File: src/rtl/move_decoder.sv
// -----------------------------------------------------------------------------
// move_decoder
// Turns a stream of PS/2 set-2 scan bytes into a live pressed-key mask. On each
// frame boundary it also produces a single latched move code.
//
// Ports
//   clk           system clock (CLOCK_50 domain)
//   reset         asynchronous active-high reset
//   rx_done_tick  one-cycle strobe from ps2_rx; rx_data is valid in that cycle
//   rx_data       PS/2 set-2 scan byte
//   frame_tick    one-cycle strobe at the 60 Hz frame boundary
//   move          frame-latched move code: 0 none, 1 up, 2 down, 3 left,
//                 4 right, 5 action
//   move_valid    one-cycle pulse in the cycle after frame_tick
//   held          live pressed-key mask {action,right,left,down,up}
// -----------------------------------------------------------------------------
module move_decoder #(
    parameter int PREFIX_TIMEOUT = 50000
) (
    input  logic       clk,
    input  logic       reset,
    input  logic       rx_done_tick,
    input  logic [7:0] rx_data,
    input  logic       frame_tick,
    output logic [2:0] move,
    output logic       move_valid,
    output logic [4:0] held
);

    localparam int TW = (PREFIX_TIMEOUT < 1) ? 1 : $clog2(PREFIX_TIMEOUT + 1);
    localparam logic [TW-1:0] TIMEOUT_LIMIT = TW'(PREFIX_TIMEOUT);

    typedef enum logic [1:0] {
        ST_IDLE    = 2'd0,
        ST_EXT     = 2'd1,
        ST_BRK     = 2'd2,
        ST_EXT_BRK = 2'd3
    } state_t;

    // Maps a plain (unprefixed) code to a one-hot key {action,right,left,down,up}.
    function automatic logic [4:0] plain_map(input logic [7:0] code);
        case (code)
            8'h1D:   plain_map = 5'b00001;
            8'h1B:   plain_map = 5'b00010;
            8'h1C:   plain_map = 5'b00100;
            8'h23:   plain_map = 5'b01000;
            8'h29:   plain_map = 5'b10000;
            default: plain_map = 5'b00000;
        endcase
    endfunction

    // Maps an E0-prefixed code (the arrow keys) to a one-hot key.
    function automatic logic [4:0] ext_map(input logic [7:0] code);
        case (code)
            8'h75:   ext_map = 5'b00001;
            8'h72:   ext_map = 5'b00010;
            8'h6B:   ext_map = 5'b00100;
            8'h74:   ext_map = 5'b01000;
            default: ext_map = 5'b00000;
        endcase
    endfunction

    // Priority encoder: up > down > left > right > action.
    function automatic logic [2:0] move_encode(input logic [4:0] keys);
        if (keys[0]) begin
            move_encode = 3'd1;
        end else if (keys[1]) begin
            move_encode = 3'd2;
        end else if (keys[2]) begin
            move_encode = 3'd3;
        end else if (keys[3]) begin
            move_encode = 3'd4;
        end else if (keys[4]) begin
            move_encode = 3'd5;
        end else begin
            move_encode = 3'd0;
        end
    endfunction

    state_t          state_r;
    state_t          state_s;
    logic [TW-1:0]   timer_r;
    logic            timeout_s;
    logic [4:0]      make_mask_s;
    logic [4:0]      break_mask_s;
    logic [4:0]      held_r;
    logic [4:0]      tap_r;
    logic [2:0]      move_r;
    logic            move_valid_r;

    // A prefix state gives up only when a full timeout elapses with no byte arriving.
    assign timeout_s = (state_r != ST_IDLE) && !rx_done_tick && (timer_r == TIMEOUT_LIMIT);

    // FSM state register.
    always_ff @(posedge clk or posedge reset) begin
        if (reset) begin
            state_r <= ST_IDLE;
        end else begin
            state_r <= state_s;
        end
    end

    // FSM next-state logic: prefixes advance, and every other byte returns to IDLE.
    always_comb begin
        state_s = state_r;
        if (timeout_s) begin
            state_s = ST_IDLE;
        end else if (rx_done_tick) begin
            case (state_r)
                ST_IDLE: begin
                    if (rx_data == 8'hE0) begin
                        state_s = ST_EXT;
                    end else if (rx_data == 8'hF0) begin
                        state_s = ST_BRK;
                    end else begin
                        state_s = ST_IDLE;
                    end
                end
                ST_EXT: begin
                    if (rx_data == 8'hF0) begin
                        state_s = ST_EXT_BRK;
                    end else begin
                        state_s = ST_IDLE;
                    end
                end
                ST_BRK:     state_s = ST_IDLE;
                ST_EXT_BRK: state_s = ST_IDLE;
                default:    state_s = ST_IDLE;
            endcase
        end else begin
            state_s = state_r;
        end
    end

    // FSM outputs: one-hot make/break masks for the byte that completes a sequence.
    // The E0 and F0 bytes map to nothing, so they produce no mask in IDLE or EXT.
    always_comb begin
        make_mask_s  = 5'b00000;
        break_mask_s = 5'b00000;
        if (rx_done_tick) begin
            case (state_r)
                ST_IDLE:    make_mask_s  = plain_map(rx_data);
                ST_EXT:     make_mask_s  = ext_map(rx_data);
                ST_BRK:     break_mask_s = plain_map(rx_data);
                ST_EXT_BRK: break_mask_s = ext_map(rx_data);
                default: begin
                    make_mask_s  = 5'b00000;
                    break_mask_s = 5'b00000;
                end
            endcase
        end else begin
            make_mask_s  = 5'b00000;
            break_mask_s = 5'b00000;
        end
    end

    // Prefix timeout counter: it is held at zero in IDLE, cleared on every byte, and saturates.
    always_ff @(posedge clk or posedge reset) begin
        if (reset) begin
            timer_r <= '0;
        end else if ((state_s == ST_IDLE) || rx_done_tick) begin
            timer_r <= '0;
        end else if (timer_r != TIMEOUT_LIMIT) begin
            timer_r <= timer_r + TW'(1);
        end else begin
            timer_r <= timer_r;
        end
    end

    // Key masks: held tracks make/break. tap remembers any make since the last frame,
    // so a quick press-and-release still yields one frame of movement.
    always_ff @(posedge clk or posedge reset) begin
        if (reset) begin
            held_r <= 5'b00000;
            tap_r  <= 5'b00000;
        end else begin
            held_r <= (held_r | make_mask_s) & ~break_mask_s;
            if (frame_tick) begin
                // A make that coincides with the frame belongs to the next frame.
                tap_r <= make_mask_s;
            end else begin
                tap_r <= tap_r | make_mask_s;
            end
        end
    end

    // Frame latch: it samples the masks as they were before this cycle's byte.
    always_ff @(posedge clk or posedge reset) begin
        if (reset) begin
            move_r       <= 3'd0;
            move_valid_r <= 1'b0;
        end else begin
            move_valid_r <= frame_tick;
            if (frame_tick) begin
                move_r <= move_encode(held_r | tap_r);
            end else begin
                move_r <= move_r;
            end
        end
    end

    assign move       = move_r;
    assign move_valid = move_valid_r;
    assign held       = held_r;

endmodule

File: config.mk
export PLATFORM = sky130hd
export DESIGN_NAME = move_decoder
export DESIGN_NICKNAME = d
export VERILOG_FILES = /design/src/rtl/move_decoder.sv
export SDC_FILE = /design/constraint.sdc
export NUM_CORES = 1
export LEC_CHECK = 0
export CAP_MARGIN = 20
export CORE_UTILIZATION = 54
export DETAILED_ROUTE_END_ITERATION = 8
export GPL_TIMING_DRIVEN = 0
export PLACE_DENSITY = 0.78
export SLEW_MARGIN = 20
export SYNTH_ARGS = -nofsm -noshare
export SYNTH_HDL_FRONTEND = slang
export SYNTH_SLANG_ARGS = --single-unit
File: constraint.sdc
create_clock -name clk -period 2.5 [get_ports clk]
set_clock_uncertainty 0.15 [all_clocks]
set_input_delay 0.5 -clock clk [delete_from_list [all_inputs] [get_ports clk]]
set_output_delay 0.5 -clock clk [all_outputs]
set_load 0.05 [all_outputs]
==> out/qor.yml, run 1 <==
crit_slowest_cell: "nor4_1"
clock-sinks: 32
rr_worst_depth: 5
grt_setup_unrepaired: "no"
hold_viol: 0
setup_violations: 0
power_frac_comb_pct: 14.8
ys_seq_elements: 32
cap_violations: 0
first_iter_violations: 58
crit_chain: "clkdlybuf4s50_1 > and4bb_2 > nand3b_1 > nor4_1 > mux2_2"
antenna_left: 0
cts.clk_slew.worst_paths_ns: 0.10
fin_area_sq_um: 2001
r2r_setup_slack_ns: 0.32
ctsResizeCount: 0
critPathKind: "in2reg"
hold_start: "move[2]"
viasPerCell: 6.329
core.rowCount: 19
core_area_sq_um: 2853
clkPwrFrac_pct: 35.7
holdCritPathClass: "reg2reg"
initial_core_util_pct: 59.08
pwr_density_cell_nw_per_um2: 549.6
synth_ff_type: "dfrtp_1"
ir_drop_uv: 363.5
fin_crit_sh_pct: 97.26
syn2layout_area_growth_pct: 18.71
dieWidth_um: 57.87
ys_warn_count: 0
min_to: "move[2]"
drt_wl_total_um: 3658
power.switching_mw: 0.2978
drive_gt1_share_pct: 9.278
pre_cts_ws_ns: -0.2640
seq_area_sq_um: 800.8
grt_max_degree: 33
grt_pass1_vias: 1331
crit_required_ns: 2.58
clockBufferDepth: 2
grt_util_all_layers_pct: 24.68
dieArea_sq_um: 3348
antenna_found_initial: 0
fin_cells: 225
grt_pass1_wl_um: 6106
overflow: 0
htreeDepth: 2
tightest_slew_ns: 0.6690
io_buffers: 20
p_leak_nw: 0.7980
async_reset_ff_share_pct: 100.0
dp.final_hpwl_um: 2676
cts_tree: "built"
cp_slowest_stage_delay_ns: 0.60
nFillCells: 239
synth_area_sq_um: 1685
die_h_um: 57.87
reg2reg_from: "timer_r[10]"
cp_max_fo: 6
arrival_ns: 2.52
place_congestion: 0.8818
synth-edff-count: 0
vias: 1424
dpl_cell_area_sq_um: 1924
fin_ws_ns: 0.06848
ys_seq_area_share_pct: 47.51
mostFrequentLayoutCell: "dfrtp_1"
cts_hold_buf: 0
multi_input_area_sq_um: 834.6
max_freq_ghz: 0.4113
hold_depth: 1
status: "finished, violations left"
violations: "DRC"
post-route-min-period_ns: 2.432
netlist_instances: 166
synth_nets: 180
netSwitchingFraction_pct: 27.09
cts-root-buf: "clkbuf_4"
ys_types: 45
start_kind: "input pin"
diodes: 0
drc: 2
clk_latency_ns: 0.34
end_kind: "flip-flop"
wl_per_cell_um: 16.26
cts_buffers: 5
most-common-layout-cells: "32 x dfrtp_1, 23 x nor2_1, 20 x clkdlybuf4s50_1"
drt_pass1_iterations: 6
r2r-end: "timer_r[4]"
place_inst: 217
slew_headroom_pct: 54.99
postSynthAreaPerCell_sq_um: 10.15
ioPinCount: 21
slew_viol_final: 0
cts_setup_buffers: 0
p_int_mw: 0.8017
final_nets: 207
seq_power_share_pct: 49.5
-- layer usage --
| metal | up-vias | track usage (%) | share of wire [%] |
|---|---|---|---|
| met5 | - | 0 | 0 |
| met4 | 0 | 8.503 | 1.4 |
| met3 | 9 | 6.920 | 5.6 |
| met2 | 52 | 37.77 | 46 |
| met1 | 697 | 33.92 | 47 |
| li1 | 666 | - | - |
-- synthesized netlist by cell type, drive strengths merged, types with 3 or more instances --
master	count	area, sq um
and3	4	25.02
xor2	6	52.55
nor4	4	25.02
nand3	9	45.04
inv	8	30.03
nor4b	3	26.28
dfrtp	32	800.8
nand2	12	45.04
nor2	23	86.33
o2bb2ai	5	43.79
nand2b	3	18.77
xnor2	7	61.31
mux2	4	48.79
nand4	7	43.79
nor3	6	35.03
-- power groups by stage --
| stage | Clock (mW) | Combinational (mW) | Sequential (mW) |
|---|---|---|---|
| 2_1_floorplan | 0 | 0.0444 | 0.604 |
| 3_3_place_gp | 0 | 0.159 | 0.553 |
| 3_5_place_dp | 0 | 0.163 | 0.554 |
| 4_1_cts | 0.395 | 0.163 | 0.544 |
| 5_1_grt | 0.416 | 0.172 | 0.546 |
| 6_report | 0.393 | 0.162 | 0.544 |
-- metrics by stage --
stage	power [mW]	utilization (%)	setup TNS, ns	hold slack (ns)
6_report	1.100	70.13	0	0.3531
5_1_grt	1.134	70.13	0	0.3882
4_1_cts	1.102	70.13	0	0.3534
3_5_place_dp	0.7171	67.46	-0.4964	0.3304
3_3_place_gp	0.7122	67.46	-0.2522	0.3217
2_1_floorplan	0.6480	-	0	0.3166
-- final cells by class --
type	count	area share [%]
timing repair buffer	20	10.01
multi-input combinational	123	41.71
tap	31	1.939
buffer	3	1.001
clock buffer	6	2.064
clock inverter	2	1.751
inverter	8	1.501
sequential	32	40.02
-- critical path, delay by kind of cell --
family                 cells  cell delay, ns
buffers and inverters      1            0.50
multiplexers               1            0.42
AND/OR/NAND/NOR            3            1.09
-- state kept, by name (all words and copies together) (netlist names) --
register	count
timer_r	16
held	5
tap_r	5
move	3
state_r	2
move_valid	1
-- worst max-delay path by stage --
stage               startpoint      end  cells past startpoint
floorplan           rx_data[5]  held[0]                      3
global placement    rx_data[6]  held[0]                      4
detailed placement  rx_data[2]  held[4]                      5
CTS                 rx_data[2]  held[4]                      5
global route        rx_data[2]  held[4]                      5
finish              rx_data[2]  held[4]                      5
-- kinds of logic (layout without fill, tap and decap cells) --
family	Yosys count	in the layout	share of synthesized area, %
muxes	4	4	2.895
xor gates and xnor gates	13	13	6.756
DFF	32	32	47.51
adders and majority gates	2	2	1.485
and+or+nand+nor	83	83	27.17
buffers and inverters	11	39	2.969
AOI/OAI and AO/OA	21	21	11.21
Power figures use the tool's default switching activity.
==> run 2, diff against run 1 <==
--- a/config.mk
+++ b/config.mk
@@ -6,6 +6,7 @@
 export NUM_CORES = 1
 export LEC_CHECK = 0
 export CAP_MARGIN = 20
+export CORE_MARGIN = 10
 export CORE_UTILIZATION = 54
 export DETAILED_ROUTE_END_ITERATION = 8
 export GPL_TIMING_DRIVEN = 0
==> run 2 against run 1 <==
The flow now finishes without violations. Global-route usage down 9.3 points. Worst hold slack worse by 0.0050 ns. Clock power down 21%. Register-to-register slack better by 0.08 ns. Design area about the same. Critical path depth down 1. First-iteration DRC count up 10%. Power down 7.5%. Critical path type unchanged. Largest cell class unchanged. Highest routed layer unchanged.
==> out/qor.yml, run 2 (synthesis gave the netlist of run 1 again) <==
first_iter_violations: 64  # +10%
arrival_ns: 2.40  # -0.12 ns
die_h_um: 75.87  # +31%
fin_crit_sh_pct: 93.02  # -4.2 points
overflow: 0  # unchanged
post-route-min-period_ns: 2.325  # -0.1061 ns
grt_pass1_wl_um: 6617  # +8.4%
cts_setup_buffers: 0  # unchanged
ctsResizeCount: 0  # unchanged
max_freq_ghz: 0.4300  # +4.6%
viasPerCell: 5.903  # -6.7%
top_layer: "met4"
cts.clk_slew.worst_paths_ns: 0.09  # about the same
grt_max_degree: 33  # unchanged
clock-sinks: 32  # unchanged
wl_met3_um: 274  # +34%
max_flop_register: "timer_r"
place_congestion: 0.8752  # -0.75%
grt_pass1_vias: 1419  # +6.6%
status: "complete, no violations"
drt_wl_total_um: 3839  # +4.9%
ir_drop_uv: 385.6  # +6.1%
htreeDepth: 2  # unchanged
mostFrequentLayoutCell: "dfrtp_1"
reg2reg_from: "timer_r[3]"
cp_max_fo: 7  # +1
wl_met2_um: 1834  # +8.1%
drt_pass1_iterations: 4  # -2
clockBufferDepth: 2  # unchanged
antenna_left: 0  # unchanged
slew_viol_final: 0  # unchanged
cap_violations: 0  # unchanged
antenna_found_initial: 0  # unchanged
holdCritPathClass: "reg2reg"
core_area_sq_um: 3028  # +6.1%
diodes: 0  # unchanged
drt-met1-wl_um: 1652  # -3.1%
p_leak_nw: 0.7938  # -0.53%
dieArea_sq_um: 5756  # +72%
final_util_pct: 66.12  # -4.0 points
initial_core_util_pct: 55.66  # -3.4 points
drc: 0  # -2
crit_required_ns: 2.58  # about the same
wl_per_cell_um: 16.13  # -0.78%
syn2layout_area_growth_pct: 18.78  # about the same
most-common-layout-cells: "32 x dfrtp_1, 23 x nor2_1, 20 x clkdlybuf4s50_1"
core.rowCount: 20  # +1
drive_gt1_share_pct: 9.794  # +0.52 points
io_buffers: 20  # unchanged
grt_setup_unrepaired: "no"
tightest_slew_ns: 0.6443  # -0.02475 ns
cts_hold_buf: 0  # unchanged
hold_viol: 0  # unchanged
grt_util_all_layers_pct: 15.35  # -9.3 points
clk_latency_ns: 0.34  # about the same
cts_tree: "built"
final_nets: 207  # unchanged
critPathKind: "in2reg"
cts_buffers: 5  # unchanged
pwr_density_cell_nw_per_um2: 507.8  # -7.6%
cp-startpoint: "rx_data[6]"
start_kind: "input pin"
setup_violations: 0  # unchanged
dieWidth_um: 75.87  # +31%
dp.final_hpwl_um: 2830  # +5.7%
ioPinCount: 21  # unchanged
slew_headroom_pct: 56.99  # +2.0 points
end_kind: "flip-flop"
fin_hold_ws_ns: 0.3480  # -0.005033 ns
largest_reg_flops: 16  # unchanged
hold_start: "move[1]"
vias: 1405  # -1.3%
cts-root-buf: "clkbuf_4"
-- run 2: cell types whose count changed in the layout (fill, tap and decap cells not counted) --
cell,previous run,this run
bufinv_16,1,0
clkbuf_1,2,1
clkbuf_8,0,1
clkinv_2,1,2
-- run 2: path summary, 6_finish.rpt --
| check | endpoint | slack [ns] | depth (start not counted) |
|---|---|---|---|
| min in group asynchronous | move[2] | 0.41 | 2 |
| hold reg to reg | move[1] | 0.35 | 1 |
| max in group asynchronous | state_r[1] | 1.37 | 2 |
| setup reg to reg | timer_r[4] | 0.40 | 5 |
| setup / recovery | held[0] | 0.17 | 4 |
| hold / removal | move[1] | 0.35 | 1 |
-- run 2: metrics by stage --
step	setup slack, ns	TNS, ns	std cells	power [mW]	instance area [sq um]
after global routing	0.04060	0	238	1.062	2002
final	0.1746	0	238	1.017	2002
after floorplan	0.4632	0	166	0.6480	1685
after CTS	0.2040	0	238	1.030	2002
after detailed placement	-0.1656	-0.4588	230	0.7180	1941
after global placement	-0.1263	-0.2988	230	0.7149	1941
-- run 2: worst max-delay path: stages --
cell,delay [ns]
clkdlybuf4s50_1,0.54
or4b_4,0.61
a2111oi_4,0.42
mux2_4,0.33
-- run 2: where the power goes --
part / switching [mW] / internal (mW) / leakage (nW)
sequential: 0.0104 / 0.532 / 0.440
combinational: 0.104 / 0.0601 / 0.316
clock: 0.176 / 0.134 / 0.0380
-- run 2: cell type report --
type | count | area [sq um]
fill | 241 | 1026
multi-input combinational | 123 | 834.6
sequential | 32 | 800.8
timing repair buffer | 20 | 200.2
tap | 44 | 55.05
clock buffer | 6 | 51.30
inverter | 8 | 30.03
buffer | 3 | 20.02
clock inverter | 2 | 10.01
-- run 2: per-layer routing --
| layer | up-vias | global-route usage [%] |
|---|---|---|
| li1 | 667 | - |
| met1 | 683 | 18.21 |
| met2 | 47 | 24.53 |
| met3 | 8 | 4.557 |
| met4 | 0 | 8.041 |
| met5 | - | 0 |
